$ cat config.mk
export PLATFORM = sky130hd
export DESIGN_NAME = vme_cmd_master
export DESIGN_NICKNAME = d
export VERILOG_FILES = /design/src/rtl/vme_cmd_master.sv
export SDC_FILE = /design/constraint.sdc
export NUM_CORES = 1
export LEC_CHECK = 0
export ABC_AREA = 1
export CAP_MARGIN = 25
export CELL_PAD_IN_SITES_DETAIL_PLACEMENT = 1
export CELL_PAD_IN_SITES_GLOBAL_PLACEMENT = 1
export CORE_MARGIN = 2
export CORE_UTILIZATION = 35
export DETAILED_ROUTE_END_ITERATION = 12
export GPL_TIMING_DRIVEN = 0
export HOLD_SLACK_MARGIN = 0.15
export PLACE_DENSITY_LB_ADDON = 0.1
export SLEW_MARGIN = 20
export SYNTH_ARGS = -nofsm -noshare
export SYNTH_HDL_FRONTEND = slang
export SYNTH_SLANG_ARGS = --single-unit
$ cat constraint.sdc
create_clock -name FASTCLK -period 2.5 [get_ports FASTCLK]
set_input_delay 0.5 -clock FASTCLK [delete_from_list [all_inputs] [get_ports FASTCLK]]
set_output_delay 0.5 -clock FASTCLK [all_outputs]
set_load 0.02 [all_outputs]
$ cat src/rtl/vme_cmd_master.sv
// vme_cmd_master: single-transaction initiator for the board-internal
// VME-style register bus. Accepts one host request in IDLE, drives
// DEVICE/COMMAND/WRITE_B/INDATA, raises STROBE after a setup delay, waits for
// the open-drain DTACK_B acknowledge (bounded), captures read data, waits
// for DTACK release (bounded), then reports with a one-cycle DONE pulse.
//
// Ports:
//   FASTCLK, RST_B          clock, asynchronous active-low reset
//   REQ, REQ_WRITE, REQ_DEV, host request; REQ is sampled only in IDLE
//   REQ_CMD, REQ_WDATA
//   BUSY, DONE, TIMEOUT,    host status and captured read data
//   RDATA
//   STROBE, WRITE_B, DEVICE,bus outputs to the slave devices
//   COMMAND, INDATA
//   DTACK_B, OUTDATA        slave acknowledge (asserted only when exactly 0)
//                           and slave read data
module vme_cmd_master #(
    parameter int unsigned NDEV        = 8,
    parameter int unsigned DEVW        = 3,
    parameter int unsigned SETUP_CYC   = 2,
    parameter int unsigned TIMEOUT_CYC = 255
) (
    input  logic            FASTCLK,
    input  logic            RST_B,
    input  logic            REQ,
    input  logic            REQ_WRITE,
    input  logic [DEVW-1:0] REQ_DEV,
    input  logic [9:0]      REQ_CMD,
    input  logic [15:0]     REQ_WDATA,
    output logic            BUSY,
    output logic            DONE,
    output logic            TIMEOUT,
    output logic [15:0]     RDATA,
    output logic            STROBE,
    output logic            WRITE_B,
    output logic [NDEV-1:0] DEVICE,
    output logic [9:0]      COMMAND,
    output logic [15:0]     INDATA,
    input  logic            DTACK_B,
    input  logic [15:0]     OUTDATA
);

    // One shared counter serves the setup delay and both DTACK waits.
    localparam int unsigned CNT_MAX = (TIMEOUT_CYC > SETUP_CYC) ? TIMEOUT_CYC : SETUP_CYC;
    localparam int unsigned CNT_W   = (CNT_MAX < 2) ? 1 : $clog2(CNT_MAX);

    localparam logic [CNT_W-1:0] SETUP_LAST = CNT_W'(SETUP_CYC - 1);
    localparam logic [CNT_W-1:0] TMO_LAST   = CNT_W'(TIMEOUT_CYC - 1);

    typedef enum logic [2:0] {
        S_IDLE,
        S_SETUP,
        S_STRB,
        S_RELEASE,
        S_FIN
    } state_t;

    state_t            state, state_n;
    logic [CNT_W-1:0]  cnt, cnt_n;
    logic              strobe_n, write_b_n, busy_n, done_n, timeout_n;
    logic [NDEV-1:0]   device_n;
    logic [9:0]        command_n;
    logic [15:0]       indata_n, rdata_n;
    logic [NDEV-1:0]   dev_sel_c;

    // One-hot decode of the requested device; out-of-range index selects nobody.
    always_comb begin
        dev_sel_c = '0;
        for (int unsigned i = 0; i < NDEV; i++) begin
            if (REQ_DEV == DEVW'(i)) begin
                dev_sel_c[i] = 1'b1;
            end
        end
    end

    // State and registered outputs.
    always_ff @(posedge FASTCLK or negedge RST_B) begin
        if (!RST_B) begin
            state   <= S_IDLE;
            cnt     <= '0;
            STROBE  <= 1'b0;
            WRITE_B <= 1'b1;
            DEVICE  <= '0;
            COMMAND <= '0;
            INDATA  <= '0;
            RDATA   <= '0;
            BUSY    <= 1'b0;
            DONE    <= 1'b0;
            TIMEOUT <= 1'b0;
        end else begin
            state   <= state_n;
            cnt     <= cnt_n;
            STROBE  <= strobe_n;
            WRITE_B <= write_b_n;
            DEVICE  <= device_n;
            COMMAND <= command_n;
            INDATA  <= indata_n;
            RDATA   <= rdata_n;
            BUSY    <= busy_n;
            DONE    <= done_n;
            TIMEOUT <= timeout_n;
        end
    end

    // Next-state and next-output logic.
    always_comb begin
        state_n   = state;
        cnt_n     = cnt;
        strobe_n  = STROBE;
        write_b_n = WRITE_B;
        device_n  = DEVICE;
        command_n = COMMAND;
        indata_n  = INDATA;
        rdata_n   = RDATA;
        busy_n    = BUSY;
        done_n    = 1'b0;
        timeout_n = TIMEOUT;

        unique case (state)
            S_IDLE: begin
                if (REQ) begin
                    command_n = REQ_CMD;
                    indata_n  = REQ_WDATA;
                    write_b_n = ~REQ_WRITE;
                    device_n  = dev_sel_c;
                    busy_n    = 1'b1;
                    timeout_n = 1'b0;
                    cnt_n     = '0;
                    state_n   = S_SETUP;
                end
            end

            S_SETUP: begin
                if (cnt == SETUP_LAST) begin
                    cnt_n    = '0;
                    strobe_n = 1'b1;
                    state_n  = S_STRB;
                end else begin
                    cnt_n = cnt + CNT_W'(1);
                end
            end

            S_STRB: begin
                // Acknowledge wins over a timeout landing on the same edge.
                if (DTACK_B == 1'b0) begin
                    if (WRITE_B) begin
                        rdata_n = OUTDATA;
                    end
                    strobe_n = 1'b0;
                    cnt_n    = '0;
                    state_n  = S_RELEASE;
                end else if (cnt == TMO_LAST) begin
                    strobe_n  = 1'b0;
                    timeout_n = 1'b1;
                    cnt_n     = '0;
                    state_n   = S_RELEASE;
                end else begin
                    cnt_n = cnt + CNT_W'(1);
                end
            end

            S_RELEASE: begin
                // Only an exact 0 holds us here; z/x on the pulled-up line is a release.
                if (DTACK_B == 1'b0) begin
                    if (cnt == TMO_LAST) begin
                        timeout_n = 1'b1;
                        cnt_n     = '0;
                        done_n    = 1'b1;
                        state_n   = S_FIN;
                    end else begin
                        cnt_n = cnt + CNT_W'(1);
                    end
                end else begin
                    cnt_n   = '0;
                    done_n  = 1'b1;
                    state_n = S_FIN;
                end
            end

            S_FIN: begin
                busy_n    = 1'b0;
                device_n  = '0;
                strobe_n  = 1'b0;
                write_b_n = 1'b1;
                state_n   = S_IDLE;
            end

            default: begin
                state_n = S_IDLE;
            end
        endcase
    end

endmodule

# Yosys cells after proc, flatten, opt, wreduce, memory -nomap -nowiden
# Cells that the tools add are included.
dict set report totals {
  word_cells 85
  inputBits 50
  regBits 66
}
dict set report op_classes {
  n_bitwise 2
  n_eq_ne 19
  n_mux 39
  n_reduce_logical 13
  addsub 1
}
# op n
set op_table {}
lappend op_table {{2-to-1 mux 8 bit} 6}
lappend op_table {{one-hot mux 8 bit (4 select lines)} 1}
lappend op_table {{2-to-1 mux 1 bit} 20}
lappend op_table {{2-to-1 mux 3 bit} 6}
lappend op_table {{one-hot mux 8 bit (2 select lines)} 1}
lappend op_table {{== test 3 bit, second input constant} 5}
lappend op_table {{== test 3 x 2 -> 1 bit, second input constant} 4}
lappend op_table {{one-hot mux 3 bit (4 select lines)} 1}
lappend op_table {{adder 8 x 1 -> 8 bit, second input constant} 1}
lappend op_table {{== test 8 x 1 -> 1 bit, second input constant} 1}
lappend op_table {{== test 8 bit, second input constant} 1}
lappend op_table {{inequality test 2 bit, second input constant} 4}
lappend op_table {{AND reduction 4 bit} 2}
lappend op_table {{== test 3 x 1 -> 1 bit, second input constant} 2}
lappend op_table {{logical NOT 3 bit} 2}
lappend op_table {{inequality test 3 bit, second input constant} 2}
lappend op_table {{one-hot mux 1 bit (3 select lines)} 2}
lappend op_table {{AND reduction 2 bit} 3}
lappend op_table {{AND reduction 3 bit} 2}
lappend op_table {{nonzero test 3 bit} 2}
lappend op_table {{one-hot mux 1 bit (2 select lines)} 2}
lappend op_table {{nonzero test 4 bit} 1}
lappend op_table {{inverter 1 bit} 2}
lappend op_table {{nonzero test 2 bit} 1}

# Longest topological paths before layout
dict set report logic_depth {
  word_depth 4
  mapped_depth 9
}

# Worst setup path after synthesis
# Ideal clock, no wire load.
dict set report synth_path {
  path_type {register to register}
  startpoint {reg cnt[0]}
  endpoint {reg state[1]}
  required_ps 2381
  setup_slack_ps 1108
  synth_period_minus_slack_ps 1392
  path_stages_with_launch 9
  t_arrival_ps 1273
  path_buffers 0
  path_cell_list {dfrtp_1 > inv_1 > ha_1 > nand2_1 > nor2_1 > nand2_2 > nand2_2 > nand3_2 > o21a_1}
}
dict set report synth_between {
  elab_chain_cells 3
}
# element line_no
set synth_rtl {}
lappend synth_rtl {{from (decl)} 59} ;# logic [CNT_W-1:0] cnt, cnt_n;
lappend synth_rtl {{from (signal assigned)} 92} ;# cnt <= cnt_n;
lappend synth_rtl {{== test 8 bit / == test 8 x 1 -> 1 bit (equally long branches)} {152, 165, 134}}
lappend synth_rtl {{inequality test 3 bit (no source line) / inequality test 2 bit (equally long branches)} -}
lappend synth_rtl {{AND reduction 4 bit (no source line) (*)} -}
lappend synth_rtl {{to (signal assigned)} 91} ;# state <= state_n;
lappend synth_rtl {{to (decl)} 58} ;# state_t state, state_n;
# Mark *: on every way between the ends. The rest lies on a longest branch, timed or not.
# A chain may end at the register's enable or synchronous reset.

# Worst setup path in the final report
dict set report layout_path {
  startpoint {reg WRITE_B}
  endpoint {out WRITE_B}
}
# element line_no
set layout_lines {}
lappend layout_lines {{from (decl)} 35} ;# output logic WRITE_B,
lappend layout_lines {{from (signal assigned)} 94} ;# WRITE_B <= write_b_n;
# No word-level cell between the ends.

==> key figures <==
Outcome
  – Status: completed

Place
  – Placed cell areas: 4060 sq um
  – PortBufs: 104
  – Final RePlAce weighted congestion: about 0.78
  – Post-DP HPWL: between 5000 and 6000 microns

Synthesis
  – Net Count, Synth: 348
  – Syn avg cell area: 9.72 sq um
  – Top cell type's share of synthesized area: 0.567
  – Synth Register Bits: between 60 and 70
  – Yosys Warn Count: 0
  – Synth area leaders: dfrtp_1 (57%), nand2_1 (15%), mux2_4 (5.2%)
  – Synth Cell Area: 2870 sq um
  – Synth area leader: dfrtp_1
  – Syn Inst Count: 295
  – Yosys cell types: 30
  – Seq/Total Area, Yosys: 0.576

Detailed routing
  – DRT Wirelength: approximately 7600 microns
  – Via count: 2375
  – Number of vias per cell: 4.55
  – Antenna viol nets, final: 0
  – Pre-antenna DRT Iters: 4
  – Wire per inst: roughly 15 microns
  – DR iter-0 viols: 69
  – # DRC: 0

Worst setup path
  – CP peak stage delay: 0.63 ns
  – Worst path required time: 2.00 ns
  – Crit-path cells: clkdlybuf4s50_1
  – WP data arrival: 1.54 ns
  – CP endpoint kind: output pin
  – R2R Setup Slk: approximately 0.87 ns
  – Kind of critical path: register to output pin
  – WP buf/inv: 1
  – Crit-path slowest cell: clkdlybuf4s50_1
  – Max FO, Critical Path: 3
  – Largest delay contributor family on the critical path: buffers and inverters
  – Critical path launch point type: register

Clocking
  – Clock transition at the registers of the reported paths: 0.08 ns
  – Clock sink count: 66
  – CTS Buf Count: 9
  – Postcts setup bufs: 0
  – Root buffer selected by CTS: clkbuf_8
  – CTS tree: yes
  – H-Tree Depth: 3
  – Clk buf depth: 2
  – Worst skew pair latency: 0.34 ns

Min path
  – Worst min-delay path class: register to register

Global route
  – Grt total ovfl: 0
  – Initial antenna violation count: 0
  – Vias in the first global route: about 2400
  – Total GRT Usage: 0.179
  – First-pass GRT wire length: between 10000 and 15000 microns
  – Largest net degree at the start of global routing: 40

Floorplan
  – Core area: 8090 sq um
  – Starting Density: 0.354
  – FP Rows: 33
  – Die W: 94.5 microns
  – Die area: 8930 sq um
  – IO Pins: 105
  – Die Ht: 94.5 microns

Timing
  – Setup tns final: 0 ns
  – Final hold slack: 0.481 ns
  – Final min period: 2.04 ns
  – Final Cycle Share: 0.816
  – FMAX: 490 MHz
  – Worst-margin pin slew: ~0.38 ns
  – Clock Skews: approximately 0.01 ns
  – Final Setup Violations: 0
  – RSZ-0062 raised after global routing: false
  – Final Hold Fails: 0
  – Slew Limit Fails: 0
  – Max-slew headroom: 0.747

Final layout
  – Commonest non-fill, non-tap cell in the layout: nand2_1
  – P&R area growth vs syn: 50.6%
  – End-of-flow core utilization: 0.534
  – Layout net count: 465
  – Fraction of layout cells with a size suffix above 1: 0.139
  – Finished Cell Area: about 4300 sq um
  – Commonest cells after routing, fill and taps aside: nand2_1 (114), clkdlybuf4s50_1 (103), dfrtp_1 (65)
  – Antenna Cells: 0

Power and ir drop
  – Leak pwr: 2.09 nW
  – Total Power: 2.46 mW
  – PwrDens: 569 nW/um^2
  – VDD IR max: 0.261 mV

Job
  – Max_cap viols: 0
==> worst reg2reg max path, cell delays in order, from the launching register on <==
cell     delay, ns
dfrtp_1       0.45
inv_1         0.14
ha_1          0.16
nand2_1       0.05
nor2_1        0.11
nand2_2       0.10
nand2_2       0.14
nand3_2       0.17
o21a_1        0.21
==> path summary, 6_finish.rpt <==
check,startpoint,to,cells after the start
max in group asynchronous,RST_B,WRITE_B,3
hold / removal,INDATA[10],INDATA[10],2
setup reg to reg,cnt[0],state[1],8
min in group asynchronous,RST_B,RDATA[3],2
hold reg to reg,INDATA[10],INDATA[10],2
setup / recovery,WRITE_B,WRITE_B,1
==> registers in the layout, indices dropped and copies added (netlist names) <==
signal and cells:
cnt 8, TIMEOUT 1, STROBE 1, RDATA 16
DONE 1, DEVICE 8, COMMAND 10, BUSY 1
WRITE_B 1, INDATA 16, state 3
==> synthesized netlist by cell type, drive strengths merged <==
master / number
xor2: 4
nand2: 116
dfrtp: 65
nand3: 14
a21oi: 3
clkinv: 1
dfstp: 1
mux2: 16
xnor2: 1
ha: 3
buf: 7
nand4: 3
o211ai: 2
nor2: 22
o21a: 1
o22ai: 1
a21boi: 2
o21ai: 10
nor3: 1
inv: 22
==> metrics by stage <==
step	instances	worst slack, ns
2_1_floorplan	295	1.11
3_3_place_gp	504	-1.41
3_5_place_dp	505	0.586
4_1_cts	522	0.422
5_1_grt	522	0.398
6_report	522	0.461
==> layout make-up <==
cell class / count / area, sq um
flip-flops and latches: 66 / 1650
well taps: 105 / 131
inverters: 23 / 87.6
multi-input cells: 199 / 1080
clock inverters: 5 / 100
fillers: 910 / 3770
clock buffers: 11 / 151
plain buffers: 7 / 47.5
repair buffers: 106 / 1070
==> repair_timing <==
item                      in CTS  in global routing
resized for setup              0                  0
hold endpoints to repair      27                  0
hold buffers                   1                  0
==> routing by layer <==
layer | vias up | share of wire | track usage
li1 | 1158 | - | -
met1 | 1138 | 0.46 | 0.230
met2 | 73 | 0.47 | 0.286
met3 | 6 | 0.058 | 0.0487
met4 | 0 | 0.011 | 0.0761
met5 | - | 0 | 0
==> cells by family (layout without fill, tap and decap cells) <==
family / Yosys count / after routing / synth area share
mux: 16 / 16 / 0.0759
buf+inv: 30 / 152 / 0.0471
flops: 66 / 66 / 0.576
xor+xnor: 5 / 5 / 0.0153
simple gates: 156 / 156 / 0.233
fa+ha+maj: 3 / 3 / 0.0131
compound gates: 19 / 19 / 0.0397
==> power breakdown <==
group | internal, mW | total [mW] | switching (mW)
registers | 1.09 | 1.11 | 0.0157
clock network | 0.714 | 1.13 | 0.412
logic | 0.126 | 0.222 | 0.0967
Note: power is estimated with default switching activity, not from simulation.
==> RTL change 1, RTL diff (same settings) <==
Re-encode `state_t` (5 states) as one-hot, 5 bits wide.
--- a/src/rtl/vme_cmd_master.sv
+++ b/src/rtl/vme_cmd_master.sv
@@ -47,12 +47,12 @@
     localparam logic [CNT_W-1:0] SETUP_LAST = CNT_W'(SETUP_CYC - 1);
     localparam logic [CNT_W-1:0] TMO_LAST   = CNT_W'(TIMEOUT_CYC - 1);
 
-    typedef enum logic [2:0] {
-        S_IDLE,
-        S_SETUP,
-        S_STRB,
-        S_RELEASE,
-        S_FIN
+    typedef enum logic [4:0] {
+        S_IDLE    = 5'b00001,
+        S_SETUP   = 5'b00010,
+        S_STRB    = 5'b00100,
+        S_RELEASE = 5'b01000,
+        S_FIN     = 5'b10000
     } state_t;
 
     state_t            state, state_n;
Check against the original RTL: same outputs for any inputs over 10 cycles, from zero or initial values and one cycle with RST_B low; not proved beyond that.
==> RTL change 1 against the unedited design <==
  * Worst hold slack better by 0.0069 ns
  * Wire length is 1.5% higher
  * Area after synthesis is 6.8% higher
  * Register-to-register slack better by 0.02 ns
  * Setup slack better by 0.031 ns
  * Final area is 2.7% higher
  * Sequential cell count is 2 higher
Power is not compared: it rests on default switching activity, and its combinational part moved more than twofold at a synthesized area within 25%.
==> RTL change 1: results (changes against the unedited design) <==
stage;metric;value;unit;change
run_status;status;finished, final reports clean;;unchanged
setup_path;Crit Reg-Reg Endpoint;COMMAND[6];;was state[1]
placement;Setup WS pre-CTS;0.397;ns;was 0.586 ns
worst_hold_path;Worst Hold Class;reg2reg;;unchanged
yosys;syn nets;365;;was 348
setup_path;Reg2Reg Depth;6;;was 8
setup_path;Worst Path Arrival;1.51;ns;was 1.54 ns
grt;vias in the first global route;2666;;was 2440
yosys;post-synthesis sequential area ratio;55.6;%;was 57.6%
yosys;synth cell count leaders;nand2_1, dfrtp_1, inv_1;;was nand2_1, dfrtp_1, inv_1, nor2_1
yosys;largest cells by area after synthesis;dfrtp_1, nand2_1, mux2_2;;was dfrtp_1, nand2_1, mux2_4
grt;Global Route Usage Sum;17.3;%;was 17.9%
route;Routed WL;7730;µm;was 7620 µm
route;drt initial violations;50;;was 69
setup_path;worst reg2reg startpoint;state[0];;was cnt[0]
sta;Max Clock Freq;498;MHz;was 490 MHz
cells_and_area;fraction of layout cells with a size suffix above 1;15.4;%;was 13.9%
sta;Slew headroom;73.3;%;was 74.7%
grt;largest net degree at the start of global routing;43;;was 40
cts;Reg clk slew, reported paths;0.08;ns;about the same
route;via density per instance;4.59;;was 4.55
placement;Placer Congestion;0.758;;was 0.775
cells_and_area;Fill cells;982;;was 910
cells_and_area;nets;482;;was 465
worst_hold_path;Worst Hold Launch;STROBE;;was INDATA[10]
yosys;synth unique cells;26;;was 30
setup_path;max incr delay on CP;0.61;ns;was 0.63 ns
grt;global-route wire length before repair;13100;µm;was 12200 µm
worst_hold_path;Hold Path End;STROBE;;was INDATA[10]
placement;hpwl dp;5820;µm;was 5670 µm
setup_path;reg2reg setup slack;0.89;ns;was 0.87 ns
sta;Clock Skew;0.0118;ns;was 0.00978 ns
[RTL change 1: cell types whose count changed in the layout (fill, tap and decap cells not counted), sizes merged, moves of 2 or more]
cell    delta
o21ai     +19
nand2     -36
a21boi     -2
inv       +18
nor2       -3
mux2      +10
bufinv     -3
nand3      +9
nand4      +3
clkbuf     +2
xor2       -2
[RTL change 1: per-stage QoR]
| stage | utilization (%) | std cells | instance area, µm² | hold slack, ns | TNS, ns |
|---|---|---|---|---|---|
| finish | 51.6 | 542 | 4440 | 0.488 | 0 |
| global route | 51.6 | 542 | 4440 | 0.521 | 0 |
| CTS | 51.6 | 542 | 4440 | 0.491 | 0 |
| detailed placement | 49.5 | 525 | 4260 | 0.455 | 0 |
| global placement | 49.3 | 524 | 4240 | 0.455 | -103.03 |
| floorplan | - | 312 | 3060 | 0.204 | 0 |
[RTL change 1: cell type report]
type / count / area share (%)
clock buffers: 11 / 3.19
clock inverters: 5 / 0.620
multi-input cells: 196 / 26.1
inverters: 40 / 3.38
well taps: 108 / 3.05
flip-flops and latches: 68 / 38.4
plain buffers: 8 / 1.13
repair buffers: 106 / 24.1
[RTL change 1: kinds of logic after synthesis]
logic type / synth area share, %
AOI/OAI and AO/OA: 5.76
xor gates and xnor gates: 1.14
adders and majority gates: 1.23
buffers and inverters: 6.53
DFF: 55.6
muxes: 10.7
and+or+nand+nor: 19.1
[RTL change 1: layer usage]
metal  GRT usage, %  wire [µm]  up-vias
met5              0          0        -
met4           5.45        114        0
met3           6.40        504        9
met2           27.5       3670       69
met1           22.0       3450     1175
li1               -          -     1234
[RTL change 1: power breakdown]
group	switching [mW]	total, mW	internal, mW
Sequential	0.173	1.61	1.43
Clock	0.418	0.798	0.380
Combinational	0.936	1.89	0.958
==> RTL change 2, RTL diff (same settings) <==
Without the edit above. The parameter `TIMEOUT_CYC` goes from 255 to 510.
--- a/src/rtl/vme_cmd_master.sv
+++ b/src/rtl/vme_cmd_master.sv
@@ -18,7 +18,7 @@
     parameter int unsigned NDEV        = 8,
     parameter int unsigned DEVW        = 3,
     parameter int unsigned SETUP_CYC   = 2,
-    parameter int unsigned TIMEOUT_CYC = 255
+    parameter int unsigned TIMEOUT_CYC = 510
 ) (
     input  logic            FASTCLK,
     input  logic            RST_B,
Behaviour: no difference found for any inputs over 10 cycles, from zero or initial values and one cycle with RST_B low; that may be too few to reach the edited logic, so the function may still have changed.
==> RTL change 2 against the unedited design <==
  * Worst hold slack worse by 0.0097 ns
  * Sequential share of layout area is 1.3 points lower
  * Final cell count is 14% higher
  * Area after synthesis is 6.5% higher
  * Sequential cell count is 1 higher
  * Final area is 5.1% higher
  * Setup slack better by 0.050 ns
  * Wire length is 11% higher
  * Critical path type unchanged
  * Highest routed layer unchanged
Power is not compared: it rests on default switching activity, and its combinational part moved more than twofold at a synthesized area within 25%.
==> RTL change 2: results (changes against the unedited design) <==
stage;metric;value;unit;change
route;DRT Pass-1 Iters;4;;unchanged
setup_path;Max Fanout on Critical Path;2;;was 3
route;drt initial violations;76;;was 69
cts;post-CTS sizing;0;;unchanged
grt;Global Route Usage Sum;18.8;%;was 17.9%
placement;placed cell area;4250;µm²;was 4060 µm²
cells_and_area;largest registers;INDATA (16), RDATA (16), COMMAND (10);;unchanged
cells_and_area;# diodes;0;;unchanged
cts;setup bufs post-CTS;0;;unchanged
cts;H-tree Lvls;3;;unchanged
setup_path;Worst Path Arrival;1.49;ns;was 1.54 ns
yosys;post-synth top area share;54.1;%;was 56.7%
yosys;yosys warns;0;;unchanged
route;DR WL/cell;14.2;µm;was 14.6 µm
grt;global-route wire length before repair;14300;µm;was 12200 µm
route;Routed WL;8430;µm;was 7620 µm
cts;CTS Buffer Depth;2;;unchanged
cells_and_area;nets;533;;was 465
yosys;synth cell count leaders;nand2_1, dfrtp_1, nand3_1;;was nand2_1, dfrtp_1, inv_1, nor2_1
yosys;multiplexer share of the synthesized area;0;%;was 7.59%
grt;vias in the first global route;2988;;was 2440
grt;antenna violations before repair;0;;unchanged
yosys;share of flip-flops with an asynchronous set or reset;100;%;unchanged
yosys;Post-Synth XOR/XNOR Area;0.861;%;was 1.53%
placement;Placer Congestion;0.753;;was 0.775
setup_path;slowest stage cell on the critical path;clkdlybuf4s50_1;;unchanged
setup_path;family with the most delay on the worst path;buffers and inverters;;unchanged
cts;Reg clk slew, reported paths;0.08;ns;about the same
yosys;syn nets;416;;was 348
pwr;Net Sw Frac;38.6;%;
yosys;post-synthesis sequential area ratio;55.0;%;was 57.6%
cts;Worst-Skew Late Latency;0.34;ns;about the same
cts;cts-stage hold buffer count;1;;unchanged
placement;PortBufs;104;;unchanged
worst_hold_path;Worst Hold Class;reg2reg;;unchanged
cts;CTS buffer count;9;;unchanged
yosys;synth unique cells;28;;was 30
route;Via Count;2787;;was 2375
grt;largest net degree at the start of global routing;45;;was 40
setup_path;max incr delay on CP;0.62;ns;
sta;Clock Skew;0.00645;ns;was 0.00978 ns
cells_and_area;fraction of layout cells with a size suffix above 1;10.5;%;was 13.9%
sta;Slew headroom;65.8;%;was 74.7%
run_status;status;finished, final reports clean;;unchanged
yosys;largest cells by area after synthesis;dfrtp_1, nand2_1, nand3_1;;was dfrtp_1, nand2_1, mux2_4
yosys;Avg Cell Area, Syn;8.39;µm²;was 9.72 µm²
yosys;register bit count reported by yosys;67;;was 66
route;ANT nets after route;0;;unchanged
placement;hpwl dp;6170;µm;was 5670 µm
yosys;fraction of the mapped netlist area in adder cells;0.820;%;was 1.31%
yosys;Synth Area in Compound Gates;2.99;%;was 3.97%
placement;placed insts;577;;was 505
pwr;leak pwr;2.22;nW;
yosys;dominant synthesized flop cell;dfrtp_1;;unchanged
cells_and_area;Fill cells;1020;;was 910
==> RTL change 2: cell types whose count changed after synthesis, moves of 6 or more <==
| cell | delta |
|---|---|
| inv_1 | +8 |
| nor2_1 | -8 |
| o21ai_0 | +8 |
| mux2_4 | -10 |
| o21ai_1 | -8 |
| nand3_1 | +18 |
| nand2_1 | +53 |
| mux2_2 | -6 |
==> RTL change 2: through the flow <==
step / worst slack (ns) / util [%] / TNS, ns / hold WS (ns)
detailed placement: 0.546 / 49.5 / 0 / 0.439
finish: 0.511 / 52.8 / 0 / 0.471
global route: 0.482 / 52.8 / 0 / 0.502
global placement: -1.50 / 49.2 / -99.44 / 0.453
CTS: 0.475 / 52.8 / 0 / 0.479
floorplan: 1.08 / - / 0 / 0.204
==> RTL change 2: logic make-up after synthesis <==
family | count (synthesis)
xor+xnor | 3
fa+ha+maj | 2
buf+inv | 39
compound gates | 16
flops | 67
simple gates | 237
==> RTL change 2: final cells by class <==
| cell class | instances | area, µm² | share of cell area [%] |
|---|---|---|---|
| multi-input cells | 258 | 1190 | 26.2 |
| repair buffers | 106 | 1080 | 23.7 |
| inverters | 29 | 109 | 2.40 |
| clock buffers | 10 | 138 | 3.03 |
| flip-flops and latches | 67 | 1680 | 37.0 |
| plain buffers | 10 | 75.1 | 1.65 |
| well taps | 108 | 135 | 2.98 |
| clock inverters | 6 | 136 | 3.01 |
==> RTL change 2: worst min-delay path, cell delays in order, from the launching register on <==
cell and delay, ns:
dfrtp_1 0.35, nand2_1 0.05, nand2_1 0.04
==> RTL change 2: power by group through the flow <==
stage	registers [mW]	logic (mW)	clock network, mW
after global routing	1.87	2.87	1.29
after detailed placement	1.83	2.65	0
final	1.81	2.61	1.23
after CTS	1.82	2.67	1.26
after global placement	1.81	2.58	0
after floorplan	2.31	0.916	0
==> RTL change 2: path summary, 6_finish.rpt <==
check	startpoint	slack, ns	cells after the start	endpoint
worst max register to register	WRITE_B	0.84	4	RDATA[8]
worst max-delay path	WRITE_B	0.51	1	WRITE_B
worst min register to register	RDATA[15]	0.47	2	RDATA[15]
max in group asynchronous	RST_B	1.31	3	WRITE_B
worst min-delay path	RDATA[15]	0.47	2	RDATA[15]
min in group asynchronous	RST_B	0.60	2	cnt[8]
==> RTL change 2: per-layer routing <==
metal / vias up / track usage (%) / wire length, µm
met3: 8 / 5.54 / 447
li1: 1368 / - / -
met1: 1345 / 22.3 / 3580
met2: 66 / 32.7 / 4290
met5: - / 0 / 0
met4: 0 / 6.09 / 106
